File: src/rtl/prog_load_if.sv
// Load/run bus between the serial host, the core memories and the load controller.
// Signal names keep the legacy port names of prog_load_ctrl.
interface prog_load_if #(
  parameter int IW  = 16,
  parameter int DW  = 8,
  parameter int IAW = 4,
  parameter int DAW = 4
);
  logic           proc_en_i;
  logic           csi_n_i;
  logic           csd_n_i;
  logic           mosi_i;
  logic           core_done_i;
  logic           imem_we_o;
  logic [IAW-1:0] imem_addr_o;
  logic [IW-1:0]  imem_wdata_o;
  logic           dmem_we_o;
  logic [DAW-1:0] dmem_addr_o;
  logic [DW-1:0]  dmem_wdata_o;
  logic           core_rst_o;
  logic           core_run_o;
  logic           busy_o;
  logic           done_o;
  logic           err_o;

  modport master (
    output proc_en_i, csi_n_i, csd_n_i, mosi_i, core_done_i,
    input  imem_we_o, imem_addr_o, imem_wdata_o,
    input  dmem_we_o, dmem_addr_o, dmem_wdata_o,
    input  core_rst_o, core_run_o, busy_o, done_o, err_o
  );

  modport slave (
    input  proc_en_i, csi_n_i, csd_n_i, mosi_i, core_done_i,
    output imem_we_o, imem_addr_o, imem_wdata_o,
    output dmem_we_o, dmem_addr_o, dmem_wdata_o,
    output core_rst_o, core_run_o, busy_o, done_o, err_o
  );
endinterface

File: src/rtl/prog_load_ctrl.sv
// Load/run sequencer: shifts serial program/data frames into memory words,
// then releases the core from reset on proc_en and latches its done flag.
module prog_load_ctrl #(
  parameter int IW  = 16,
  parameter int DW  = 8,
  parameter int IAW = 4,
  parameter int DAW = 4
) (
  input  logic      clk,
  input  logic      rst,
  prog_load_if.slave bus
);

  localparam int SW = (IW > DW) ? IW : DW;
  localparam int CW = $clog2(SW + 1);

  typedef enum logic [2:0] {
    S_IDLE,
    S_LOAD_I,
    S_LOAD_D,
    S_RUN,
    S_DONE
  } state_t;

  state_t         state, state_nx;
  logic [SW-1:0]  sr;
  logic [CW-1:0]  cnt;
  logic [IAW-1:0] iaddr;
  logic [DAW-1:0] daddr;
  logic           imem_we, dmem_we;
  logic [IW-1:0]  imem_wdata;
  logic [DW-1:0]  dmem_wdata;
  logic           err;
  logic           err_set;
  logic           shift_i, shift_d, entry_i, entry_d, last_bit;

  always_comb begin
    state_nx = state;
    err_set  = 1'b0;
    case (state)
      S_IDLE: begin
        // frame selects take priority over a pending run request
        if (!bus.csi_n_i && bus.csd_n_i)       state_nx = S_LOAD_I;
        else if (bus.csi_n_i && !bus.csd_n_i)  state_nx = S_LOAD_D;
        else if (!bus.csi_n_i && !bus.csd_n_i) err_set  = 1'b1;
        else if (bus.proc_en_i)                state_nx = S_RUN;
      end
      S_LOAD_I: if (bus.csi_n_i) state_nx = S_IDLE;
      S_LOAD_D: if (bus.csd_n_i) state_nx = S_IDLE;
      S_RUN: begin
        if (!bus.proc_en_i)       state_nx = S_IDLE;
        else if (bus.core_done_i) state_nx = S_DONE;
      end
      S_DONE:  if (!bus.proc_en_i) state_nx = S_IDLE;
      default: state_nx = S_IDLE;
    endcase
  end

  // Shifting follows the next state so the entry cycle already samples bit 1.
  assign shift_i  = (state_nx == S_LOAD_I);
  assign shift_d  = (state_nx == S_LOAD_D);
  assign entry_i  = (state == S_IDLE) && shift_i;
  assign entry_d  = (state == S_IDLE) && shift_d;
  assign last_bit = shift_i ? (cnt == CW'(IW - 1)) : (cnt == CW'(DW - 1));

  always_ff @(posedge clk or posedge rst) begin
    if (rst) begin
      state      <= S_IDLE;
      sr         <= '0;
      cnt        <= '0;
      iaddr      <= '0;
      daddr      <= '0;
      imem_we    <= 1'b0;
      dmem_we    <= 1'b0;
      imem_wdata <= '0;
      dmem_wdata <= '0;
      err        <= 1'b0;
    end else begin
      state   <= state_nx;
      imem_we <= 1'b0;
      dmem_we <= 1'b0;
      if (err_set) err <= 1'b1;

      if (entry_i)      iaddr <= '0;
      else if (imem_we) iaddr <= iaddr + 1'b1;
      if (entry_d)      daddr <= '0;
      else if (dmem_we) daddr <= daddr + 1'b1;

      if (shift_i || shift_d) begin
        sr <= {sr[SW-2:0], bus.mosi_i};
        if (last_bit) begin
          cnt <= '0;
          if (shift_i) begin
            imem_we    <= 1'b1;
            imem_wdata <= {sr[IW-2:0], bus.mosi_i};
          end else begin
            dmem_we    <= 1'b1;
            dmem_wdata <= {sr[DW-2:0], bus.mosi_i};
          end
        end else begin
          cnt <= cnt + 1'b1;
        end
      end else begin
        sr  <= '0;
        cnt <= '0;
      end
    end
  end

  assign bus.imem_we_o    = imem_we;
  assign bus.imem_addr_o  = iaddr;
  assign bus.imem_wdata_o = imem_wdata;
  assign bus.dmem_we_o    = dmem_we;
  assign bus.dmem_addr_o  = daddr;
  assign bus.dmem_wdata_o = dmem_wdata;
  assign bus.core_rst_o   = (state == S_IDLE) || (state == S_LOAD_I) || (state == S_LOAD_D);
  assign bus.core_run_o   = (state == S_RUN);
  assign bus.busy_o       = (state == S_LOAD_I) || (state == S_LOAD_D);
  assign bus.done_o       = (state == S_DONE);
  assign bus.err_o        = err;

endmodule

File: src/flat_wrapper.sv
// flat-port wrapper written by rule: the top's interface ports become plain ports
module prog_load_ctrl_flat 
#(
  parameter int IW  = 16,
  parameter int DW  = 8,
  parameter int IAW = 4,
  parameter int DAW = 4
)
  (clk, rst, bus_proc_en_i, bus_csi_n_i, bus_csd_n_i, bus_mosi_i, bus_core_done_i, bus_imem_we_o, bus_imem_addr_o, bus_imem_wdata_o, bus_dmem_we_o, bus_dmem_addr_o, bus_dmem_wdata_o, bus_core_rst_o, bus_core_run_o, bus_busy_o, bus_done_o, bus_err_o);
  prog_load_if #(.IW(IW), .DW(DW), .IAW(IAW), .DAW(DAW)) bus_i ();
  input  logic clk;
  input  logic rst;
  input wire logic [$bits(bus_i.proc_en_i)-1:0] bus_proc_en_i;
  input wire logic [$bits(bus_i.csi_n_i)-1:0] bus_csi_n_i;
  input wire logic [$bits(bus_i.csd_n_i)-1:0] bus_csd_n_i;
  input wire logic [$bits(bus_i.mosi_i)-1:0] bus_mosi_i;
  input wire logic [$bits(bus_i.core_done_i)-1:0] bus_core_done_i;
  output wire logic [$bits(bus_i.imem_we_o)-1:0] bus_imem_we_o;
  output wire logic [$bits(bus_i.imem_addr_o)-1:0] bus_imem_addr_o;
  output wire logic [$bits(bus_i.imem_wdata_o)-1:0] bus_imem_wdata_o;
  output wire logic [$bits(bus_i.dmem_we_o)-1:0] bus_dmem_we_o;
  output wire logic [$bits(bus_i.dmem_addr_o)-1:0] bus_dmem_addr_o;
  output wire logic [$bits(bus_i.dmem_wdata_o)-1:0] bus_dmem_wdata_o;
  output wire logic [$bits(bus_i.core_rst_o)-1:0] bus_core_rst_o;
  output wire logic [$bits(bus_i.core_run_o)-1:0] bus_core_run_o;
  output wire logic [$bits(bus_i.busy_o)-1:0] bus_busy_o;
  output wire logic [$bits(bus_i.done_o)-1:0] bus_done_o;
  output wire logic [$bits(bus_i.err_o)-1:0] bus_err_o;
  assign bus_i.proc_en_i = bus_proc_en_i;
  assign bus_i.csi_n_i = bus_csi_n_i;
  assign bus_i.csd_n_i = bus_csd_n_i;
  assign bus_i.mosi_i = bus_mosi_i;
  assign bus_i.core_done_i = bus_core_done_i;
  assign bus_imem_we_o = bus_i.imem_we_o;
  assign bus_imem_addr_o = bus_i.imem_addr_o;
  assign bus_imem_wdata_o = bus_i.imem_wdata_o;
  assign bus_dmem_we_o = bus_i.dmem_we_o;
  assign bus_dmem_addr_o = bus_i.dmem_addr_o;
  assign bus_dmem_wdata_o = bus_i.dmem_wdata_o;
  assign bus_core_rst_o = bus_i.core_rst_o;
  assign bus_core_run_o = bus_i.core_run_o;
  assign bus_busy_o = bus_i.busy_o;
  assign bus_done_o = bus_i.done_o;
  assign bus_err_o = bus_i.err_o;
  prog_load_ctrl #(.IW(IW), .DW(DW), .IAW(IAW), .DAW(DAW)) u_core (.clk(clk), .rst(rst), .bus(bus_i));
endmodule
File: config.mk
export PLATFORM = sky130hd
export DESIGN_NAME = prog_load_ctrl_flat
export DESIGN_NICKNAME = d
export VERILOG_FILES = /design/src/rtl/prog_load_if.sv /design/src/rtl/prog_load_ctrl.sv /design/src/flat_wrapper.sv
export SDC_FILE = /design/constraint.sdc
export NUM_CORES = 1
export LEC_CHECK = 0
export CAP_MARGIN = 20
export CORE_ASPECT_RATIO = 0.5
export CORE_UTILIZATION = 55
export CTS_CLUSTER_DIAMETER = 100
export DETAILED_ROUTE_END_ITERATION = 10
export GPL_TIMING_DRIVEN = 1
export PLACE_DENSITY_LB_ADDON = 0.05
export RECOVER_POWER = 25
export SYNTH_ARGS = -nofsm -noshare
export SYNTH_HDL_FRONTEND = slang
export SYNTH_SLANG_ARGS = --single-unit
File: constraint.sdc
create_clock -name clk -period 4.8 [get_ports clk]
set_input_delay 0.48 -clock clk [delete_from_list [all_inputs] [get_ports clk]]
set_output_delay 0.48 -clock clk [all_outputs]
set_load 0.02 [all_outputs]
==> results.json, run 1 <==
{
  "status": "completed",
  "cts_sinks": 58,
  "fp-row-count": 16,
  "crit_type": "register to output port",
  "required_ps": 4320,
  "r2r_setup_slack_ps": 2620,
  "antenna_found_initial": 0,
  "synthTopCellsByCount": "dfrtp_1, and2_1, nor2_1",
  "grt_pass1_vias": 1458,
  "fin_crit_sh_pct": 48.53,
  "r2r_cells": 5,
  "finalCriticalPeriod_ps": 2329,
  "finalNetCount": 236,
  "finalHoldViolCount": 0,
  "worst_slew_pin_slew_ps": 937.7,
  "clkTransAtPathRegs_ps": 60,
  "drt-total-wl_um": 4186,
  "synth_cells": 174,
  "htree_levels": 3,
  "port_buffers": 45,
  "fin_util_pct": 76.91,
  "post-cts-setup-buffer-count": 0,
  "post-route-cell-area_sq_mm": 0.003079,
  "drive_gt1_share_pct": 20.78,
  "start_util_pct": 58.97,
  "yosys_warnings": 0,
  "post_synth.cell_area_avg_sq_um": 13.57,
  "io_pins": 46,
  "cp-start-kind": "register",
  "overflow": 0,
  "first_pass_iters": 4,
  "synth_edf_count": 0,
  "async_reset_ff_share_pct": 100.0,
  "drt-vias-per-instance": 5.133,
  "rr_endpoint": "u_core.bus.imem_wdata_o[2]",
  "finalSetupViolCount": 0,
  "yosysSeqAreaShare_pct": 61.47,
  "tns_ps": 0,
  "cts.path.max_buffers": 2,
  "holdBufCountCts": 0,
  "seqCellArea_sq_mm": 0.001451,
  "ys_types": 33,
  "drc": 0,
  "maxSlewViolCount": 0,
  "yosys-top-cells-area": "dfrtp_1, mux2_2, mux2_4, and2_1, nor2_1",
  "dp_slack_ps": 2136,
  "core_sq_mm": 0.004004,
  "grt_usage_pct": 21.59,
  "slew-limit-headroom_pct": 37.49,
  "power_density_mw_per_mm2": 420.9,
  "fin_skew_ps": 8.224,
  "grt_max_degree": 59,
  "synth.most_common_cell": "dfrtp_1",
  "drt_iter0_drc": 63,
  "clock-root-buffer": "clkbuf_8",
  "max_clock_freq_mhz": 429.3,
  "crit_fanout": 8,
  "crit_arrival_ps": 1850,
  "vias": 1463,
  "crit_path_end": "bus_done_o",
  "yosysTopAreaCellShare_pct": 61.47,
  "startpoint": "u_core.state[0]",
  "layout_setup_ws_ps": 2471,
  "cts_buffers": 9,
  "post_dp_cell_area_sq_mm": 0.002835,
  "netlist_area_sq_mm": 0.002361,
  "ys_ff_latch": 58,
  "multiInputGateArea_sq_um": 847.1,
  "die_y_um": 48.33,
  "fp.dieW_um": 94.66,
  "place_congestion": 0.7687,
  "cts.repair.resized": 0,
  "grt_pass1_wl_um": 7051,
  "syn-num-nets": 184,
  "maxCapViolCount": 0,
  "rsz0062_at_grt": "false",
  "wl_per_cell_um": 14.69,
  "detailed_place_hpwl_um": 2696,
  "hold_class": "register to register",
  "areaGrowthSynthToFinish_pct": 30.42,
  "num_antenna_cells": 0,
  "yosysTopAreaCell": "dfrtp_1",
  "total_power_w": 0.001296,
  "p_leak_nw": 1.463,
  "ant_nets": 0,
  "timing.rr.start": "u_core.cnt[0]",
  "clkLatencyLatePin_ps": 340,
  "cts_tree": "done",
  "dieArea_sq_mm": 0.004575,
  "yosys_most_used_dff": "dfrtp_1",
  "fill_cells": 256,
  "end_kind": "output port",
  "ir_drop_mv": 0.2957
}
-- cell families (layout without fill, tap and decap cells) --
logic type / after synthesis / count (layout) / synth area share (%)
and+or+nand+nor: 60 / 60 / 14.52
DFF: 58 / 58 / 61.47
muxes: 26 / 26 / 13.73
xor gates and xnor gates: 10 / 10 / 3.709
AOI/OAI and AO/OA: 9 / 9 / 2.332
buffers and inverters: 8 / 65 / 2.649
adders and majority gates: 3 / 3 / 1.590
-- routing by layer --
layer  vias up  global-route usage (%)  wire (um)  part of all wire, %
li1        686                       -          -                    -
met1       731                   27.43       1937                   46
met2        36                   32.49       1936                   46
met3        10                   9.906        256                  6.1
met4         0                   8.333         55                  1.3
met5         -                       0          0                    0
-- cell usage in the layout (no fill, tap or decap), types with 2 or more instances in the layout --
master / n
clkbuf_8: 10
xnor2_1: 5
o21ai_0: 4
and2_1: 17
a21oi_1: 2
mux2_4: 9
dfrtp_1: 58
bufinv_16: 3
inv_1: 2
nand2_1: 7
nor2_2: 2
nand4_1: 2
and3_1: 2
mux2i_1: 2
clkdlybuf4s50_1: 44
mux2_2: 15
xor2_1: 5
nor3_1: 2
nor2_4: 2
nor2_1: 17
clkbuf_1: 2
nand3_1: 2
ha_1: 3
-- worst max-delay path, stage by stage (launching register included) --
cell	delay [ps]
dfrtp_1	510
nor2_1	230
and2_1	170
clkdlybuf4s50_1	600
-- how the worst min path moves through the flow --
| stage | depth (start not counted) | to | startpoint |
|---|---|---|---|
| 3_3_place_gp | 1 | u_core.cnt[0] | u_core.cnt[0] |
| 5_1_grt | 1 | u_core.cnt[0] | u_core.cnt[0] |
| 2_1_floorplan | 1 | u_core.cnt[0] | u_core.cnt[0] |
| 4_1_cts | 1 | u_core.cnt[0] | u_core.cnt[0] |
| 3_5_place_dp | 1 | u_core.cnt[0] | u_core.cnt[0] |
| 6_report | 1 | u_core.cnt[0] | u_core.cnt[0] |
-- where the power goes --
part	leakage, nW	internal [W]	switching (W)
Clock	0.121	0.000360	0.000191
Sequential	0.799	0.000517	0.0000421
Combinational	0.543	0.0000792	0.000106
Total	1.46	0.000957	0.000339
-- state kept, by name, indices dropped and copies added (netlist names) --
signal,count
u_core.bus.imem_we_o,1
u_core.bus.dmem_wdata_o,8
u_core.bus.err_o,1
u_core.bus.imem_wdata_o,16
u_core.bus.dmem_we_o,1
u_core.bus.imem_addr_o,4
u_core.cnt,5
u_core.bus.dmem_addr_o,4
u_core.sr,15
u_core.state,3
-- metrics by stage --
stage                     instances  hold WS [ps]
final                           285         453.3
after global routing            285         480.3
after CTS                       285         461.1
after detailed placement        269         453.1
after global placement          269         444.7
after floorplan                 174         432.9
-- final cells by class --
| class | count | share of cell area, % |
|---|---|---|
| sequential | 58 | 47.14 |
| multi-input combinational | 108 | 27.51 |
| timing repair buffer | 46 | 14.87 |
| clock buffer | 12 | 4.714 |
| clock inverter | 4 | 3.210 |
| tap | 54 | 2.194 |
| inverter | 3 | 0.3657 |
(Power assumes the default switching activity.)
==> inputs of run 2 (changes only) <==
--- a/config.mk
+++ b/config.mk
@@ -7,7 +7,7 @@
 export LEC_CHECK = 0
 export CAP_MARGIN = 20
 export CORE_ASPECT_RATIO = 0.5
-export CORE_UTILIZATION = 55
+export CORE_UTILIZATION = 46
 export CTS_CLUSTER_DIAMETER = 100
 export DETAILED_ROUTE_END_ITERATION = 10
 export GPL_TIMING_DRIVEN = 1
==> constraint.sdc (replaced) <==
create_clock -name clk -period 2.05 [get_ports clk]
set_input_delay 0.205 -clock clk [delete_from_list [all_inputs] [get_ports clk]]
set_output_delay 0.205 -clock clk [all_outputs]
set_load 0.02 [all_outputs]
==> run 2 against run 1 <==
Against the previous run: clock power rose by 91%; first-iteration DRC count up 16%; flip-flop and latch count unchanged; critical path depth did not move; routed wire length down 4.0%; sequential share of layout area decreased by 0.28 points; highest routed layer unchanged; largest power group unchanged; clock skew decreased by 0.88 ps.
==> results.json, run 2 (synthesis gave the netlist of run 1 again) <==
{
  "overflow": 0,
  "r2r_cells": 6,
  "first_pass_iters": 4,
  "fin_util_pct": 66.56,
  "startpoint": "u_core.state[1]",
  "crit_chain": "nand2_1 > nor2_1 > clkdlybuf4s50_1",
  "cts.path.max_buffers": 2,
  "hold_end": "u_core.cnt[0]",
  "cts_tree": "done",
  "largest_register_ffs": 16,
  "hold_class": "register to register",
  "drt-total-wl_um": 4020,
  "top_layer": "met4",
  "cts_buffers": 9,
  "vias": 1426,
  "drt_iter0_drc": 73,
  "cp_top_family": "buffers and inverters",
  "antenna_found_initial": 0,
  "grt_pass1_vias": 1473,
  "p_leak_nw": 1.486,
  "clkTransAtPathRegs_ps": 60,
  "drc": 0,
  "tns_ps": 0,
  "start_util_pct": 50.68,
  "grt_pass1_wl_um": 6962,
  "maxCapViolCount": 0,
  "cp-start-kind": "register",
  "dp_slack_ps": 187.3,
  "post-cts-setup-buffer-count": 0,
  "layout_common_cells": "dfrtp_1, clkdlybuf4s50_1, and2_1",
  "core_sq_mm": 0.004658,
  "layout_commonest_cell": "dfrtp_1",
  "finalNetCount": 238,
  "fin_crit_sh_pct": 91.38,
  "drive_gt1_share_pct": 23.18,
  "crit_arrival_ps": 1670,
  "areaGrowthSynthToFinish_pct": 31.32,
  "max_clock_freq_mhz": 533.8,
  "clock-root-buffer": "clkbuf_8",
  "seqCellArea_sq_mm": 0.001453,
  "cts_sinks": 58,
  "timing.rr.start": "u_core.cnt[0]",
  "slew-limit-headroom_pct": 44.16,
  "wl_per_cell_um": 13.44,
  "rsz0062_at_grt": "false",
  "fp-row-count": 17,
  "routed-wl-met2_um": 1704,
  "end_kind": "output port",
  "dieArea_sq_mm": 0.005441,
  "crit_fanout": 7,
  "fp.dieW_um": 103.3,
  "slowest_delay_ps": 620,
  "crit_slowest_cell": "clkdlybuf4s50_1",
  "grt_max_degree": 39,
  "drt-vias-per-instance": 4.769,
  "hold_start": "u_core.cnt[0]",
  "layout_setup_ws_ps": 176.7,
  "die_y_um": 52.66,
  "holdBufCountCts": 0,
  "place_congestion": 0.7668,
  "status": "completed",
  "hold_depth": 1,
  "multiInputGateArea_sq_um": 849.6,
  "fill_cells": 355,
  "clkLatencyLatePin_ps": 320,
  "rr_endpoint": "u_core.bus.imem_wdata_o[4]",
  "r2r_setup_slack_ps": 320,
  "routed-wl-met3_um": 192,
  "finalCriticalPeriod_ps": 1873,
  "io_pins": 46,
  "grt_usage_pct": 17.91,
  "ant_nets": 0,
  "fin_skew_ps": 7.346,
  "required_ps": 1850,
  "maxSlewViolCount": 0,
  "crit_type": "register to output port",
  "finalHoldViolCount": 0,
  "path_buf_inv": 1,
  "wirelength_met1_um": 2082,
  "finalSetupViolCount": 0,
  "ir_drop_mv": 0.5833,
  "power_density_mw_per_mm2": 903.4,
  "num_antenna_cells": 0,
  "detailed_place_hpwl_um": 2661,
  "worst_slew_pin_slew_ps": 836.7,
  "htree_levels": 3,
  "port_buffers": 45
}
-- run 2: worst max path at each step --
stage	end	slack (ps)	cells after the start
2_1_floorplan	u_core.bus.dmem_addr_o[0]	420	1
5_1_grt	bus_core_run_o	60	3
3_3_place_gp	u_core.bus.imem_wdata_o[4]	230	6
3_5_place_dp	u_core.bus.dmem_wdata_o[7]	190	5
6_report	bus_core_run_o	180	3
4_1_cts	bus_done_o	20	3
-- run 2: area by class of cell --
cell class	instances	share of cell area [%]
clock buffers	11	4.883
clock inverters	5	1.695
inverters	3	0.3632
multi-input cells	108	27.40
flip-flops and latches	58	46.85
well taps	66	2.663
repair buffers	48	16.14
-- run 2: what timing repair did --
action,in CTS,in global routing
endpoints found under the setup margin,1,2
resized for setup,1,2
gates cloned,0,0
-- run 2: through the flow --
stage	power (W)	cells	area, sq um	hold slack, ps
2_1_floorplan	0.001620	174	2361	301.0
3_3_place_gp	0.001764	283	2890	445.0
5_1_grt	0.002954	299	3100	492.6
4_1_cts	0.002847	299	3097	211.3
3_5_place_dp	0.001771	283	2890	457.5
6_report	0.002801	299	3100	466.2
-- run 2: layer usage --
metal	up-vias	GRT usage (%)
met5	-	0
met4	0	9.155
met3	6	6.267
met2	32	27.00
met1	698	23.03
li1	690	-
-- run 2: power by group --
group | switching, W | internal (W)
logic | 0.000250 | 0.000192
registers | 0.0000969 | 0.00121
clock network | 0.000428 | 0.000621
total | 0.000776 | 0.00203
==> inputs of run 3 (changes only) <==
--- a/config.mk
+++ b/config.mk
@@ -7,7 +7,7 @@
 export LEC_CHECK = 0
 export CAP_MARGIN = 20
 export CORE_ASPECT_RATIO = 0.5
-export CORE_UTILIZATION = 46
+export CORE_UTILIZATION = 51
 export CTS_CLUSTER_DIAMETER = 100
 export DETAILED_ROUTE_END_ITERATION = 10
 export GPL_TIMING_DRIVEN = 1
==> constraint.sdc (replaced) <==
create_clock -name clk -period 1.75 [get_ports clk]
set_input_delay 0.175 -clock clk [delete_from_list [all_inputs] [get_ports clk]]
set_output_delay 0.175 -clock clk [all_outputs]
set_load 0.02 [all_outputs]
==> run 3 against run 2 <==
Against the previous run: the run now ends with DRC left; design area is 1.6% higher; register-to-register slack worse by 230 ps; sequential share of layout area is 0.65 points lower; clock skew is 0.82 ps higher; global-route usage is 3.0 points higher; flip-flop and latch count stayed put; setup slack worse by 87 ps; clock power hardly changed.
==> results.json, run 3 (synthesis gave the netlist of run 1 again) <==
{
  "drc": 3,
  "port_buffers": 45,
  "p_int_w": 0.002303,
  "cts.path.max_buffers": 2,
  "areaGrowthSynthToFinish_pct": 33.39,
  "clkTransAtPathRegs_ps": 60,
  "tns_ps": 0,
  "end_kind": "register",
  "largest_register_ffs": 16,
  "crit_fanout": 8,
  "cts_tree": "done",
  "ir_drop_mv": 0.6043,
  "crit_type": "register to register",
  "cts_sinks": 58,
  "antenna_found_initial": 0,
  "vias": 1489,
  "cp_top_family": "simple AND/OR/NAND/NOR gates",
  "finalSetupViolCount": 0,
  "fp.dieW_um": 98.23,
  "wl_per_cell_um": 14.72,
  "drt-vias-per-instance": 4.997,
  "required_ps": 1970,
  "r2r_cells": 6,
  "htree_levels": 3,
  "slew-limit-headroom_pct": 58.92,
  "fill_cells": 330,
  "layout_setup_ws_ps": 89.72,
  "power_density_mw_per_mm2": 1027,
  "timing.rr.start": "u_core.cnt[0]",
  "pwr-share-comb_pct": 19.1,
  "crit_chain": "ha_2 > nand3_2 > nor2_2 > and3_4 > clkbuf_16 > mux2_4",
  "multiInputGateArea_sq_um": 862.1,
  "crit_arrival_ps": 1880,
  "switching_share_pct": 28.81,
  "seqPwrFrac_pct": 47.7,
  "switchingPower_w": 0.0009319,
  "grt_pass1_vias": 1515,
  "p_leak_nw": 1.498,
  "r2r_setup_slack_ps": 90,
  "fin_util_pct": 71.18,
  "maxCapViolCount": 0,
  "cp-start-kind": "register",
  "overflow": 0,
  "start_util_pct": 53.37,
  "drt_iter0_drc": 59,
  "cts_buffers": 9,
  "slowest_delay_ps": 370,
  "finalCriticalPeriod_ps": 1660,
  "worst_slew_pin_slew_ps": 615.5,
  "crit_slowest_cell": "dfrtp_1",
  "first_pass_iters": 7,
  "seqCellArea_sq_mm": 0.001455,
  "io_pins": 46,
  "violations": "DRC",
  "grt_usage_pct": 20.89,
  "clock-root-buffer": "clkbuf_8",
  "dieArea_sq_mm": 0.004922,
  "drt-total-wl_um": 4387,
  "layout_common_cells": "dfrtp_1, clkdlybuf4s50_1, and2_1",
  "rsz0062_at_grt": "false",
  "path_buf_inv": 1,
  "fp-row-count": 17,
  "finalHoldViolCount": 0,
  "detailed_place_hpwl_um": 2828,
  "num_antenna_cells": 0,
  "rr_endpoint": "u_core.bus.imem_wdata_o[12]",
  "grt_pass1_wl_um": 7369,
  "ant_nets": 0,
  "clkPwrFrac_pct": 33.2,
  "stdcell_count": 298,
  "holdBufCountCts": 0,
  "die_y_um": 50.11,
  "grt_max_degree": 43,
  "place_inst": 281,
  "hold_class": "input port to async pin",
  "maxSlewViolCount": 0,
  "fin_crit_sh_pct": 94.87,
  "finalNetCount": 247,
  "clkLatencyLatePin_ps": 340,
  "status": "finished, violations left",
  "startpoint": "u_core.cnt[0]",
  "drive_gt1_share_pct": 26.97,
  "dp_slack_ps": -94.47,
  "core_sq_mm": 0.004424,
  "fin_skew_ps": 8.170,
  "layout_commonest_cell": "dfrtp_1",
  "max_clock_freq_mhz": 602.3,
  "place_congestion": 0.7453
}
[run 3: timing repair]
item / CTS / global route
pin swaps: 0 / 1
endpoints found under the setup margin: 4 / 16
buffers inserted: 0 / 1
hold endpoints to repair: 0 / 0
gates cloned: 0 / 1
gates resized for setup: 7 / 5
[run 3: stage by stage]
stage | power, W | hold slack (ps) | cell area [sq um]
2_1_floorplan | 0.001898 | 271.0 | 2361
3_3_place_gp | 0.002176 | 443.1 | 2944
3_5_place_dp | 0.002192 | 468.2 | 2944
5_1_grt | 0.003424 | 388.4 | 3149
4_1_cts | 0.003263 | 136.4 | 3114
6_report | 0.003235 | 343.9 | 3149
[run 3: worst max path at each step]
stage                             endpoint  cells after the start
3_5_place_dp    u_core.bus.dmem_wdata_o[7]                      5
4_1_cts         u_core.bus.imem_wdata_o[1]                      6
5_1_grt                         bus_done_o                      3
6_report       u_core.bus.imem_wdata_o[12]                      6
2_1_floorplan  u_core.bus.imem_wdata_o[10]                      7
3_3_place_gp    u_core.bus.dmem_wdata_o[4]                      5
[run 3: routing by layer]
layer,share of wire (%),track usage (%),vias up
li1,-,-,710
met1,46,25.46,736
met2,46,30.87,36
met3,7.7,12.62,7
met4,0.75,6.716,0
met5,0,0,-
[run 3: cell type report]
| type | instances | share of cell area (%) |
|---|---|---|
| clock buffer | 13 | 5.046 |
| inverter | 3 | 0.3576 |
| multi-input combinational | 108 | 27.37 |
| tap | 57 | 2.265 |
| clock inverter | 2 | 0.3973 |
| timing repair buffer | 57 | 18.36 |
| sequential | 58 | 46.21 |
[run 3: power groups by stage]
stage	Sequential, W	Clock [W]	Combinational [W]
CTS	0.00154	0.00111	0.000607
global placement	0.00155	0	0.000623
finish	0.00154	0.00108	0.000618
detailed placement	0.00156	0	0.000634
floorplan	0.00151	0	0.000387
global route	0.00156	0.00117	0.000695
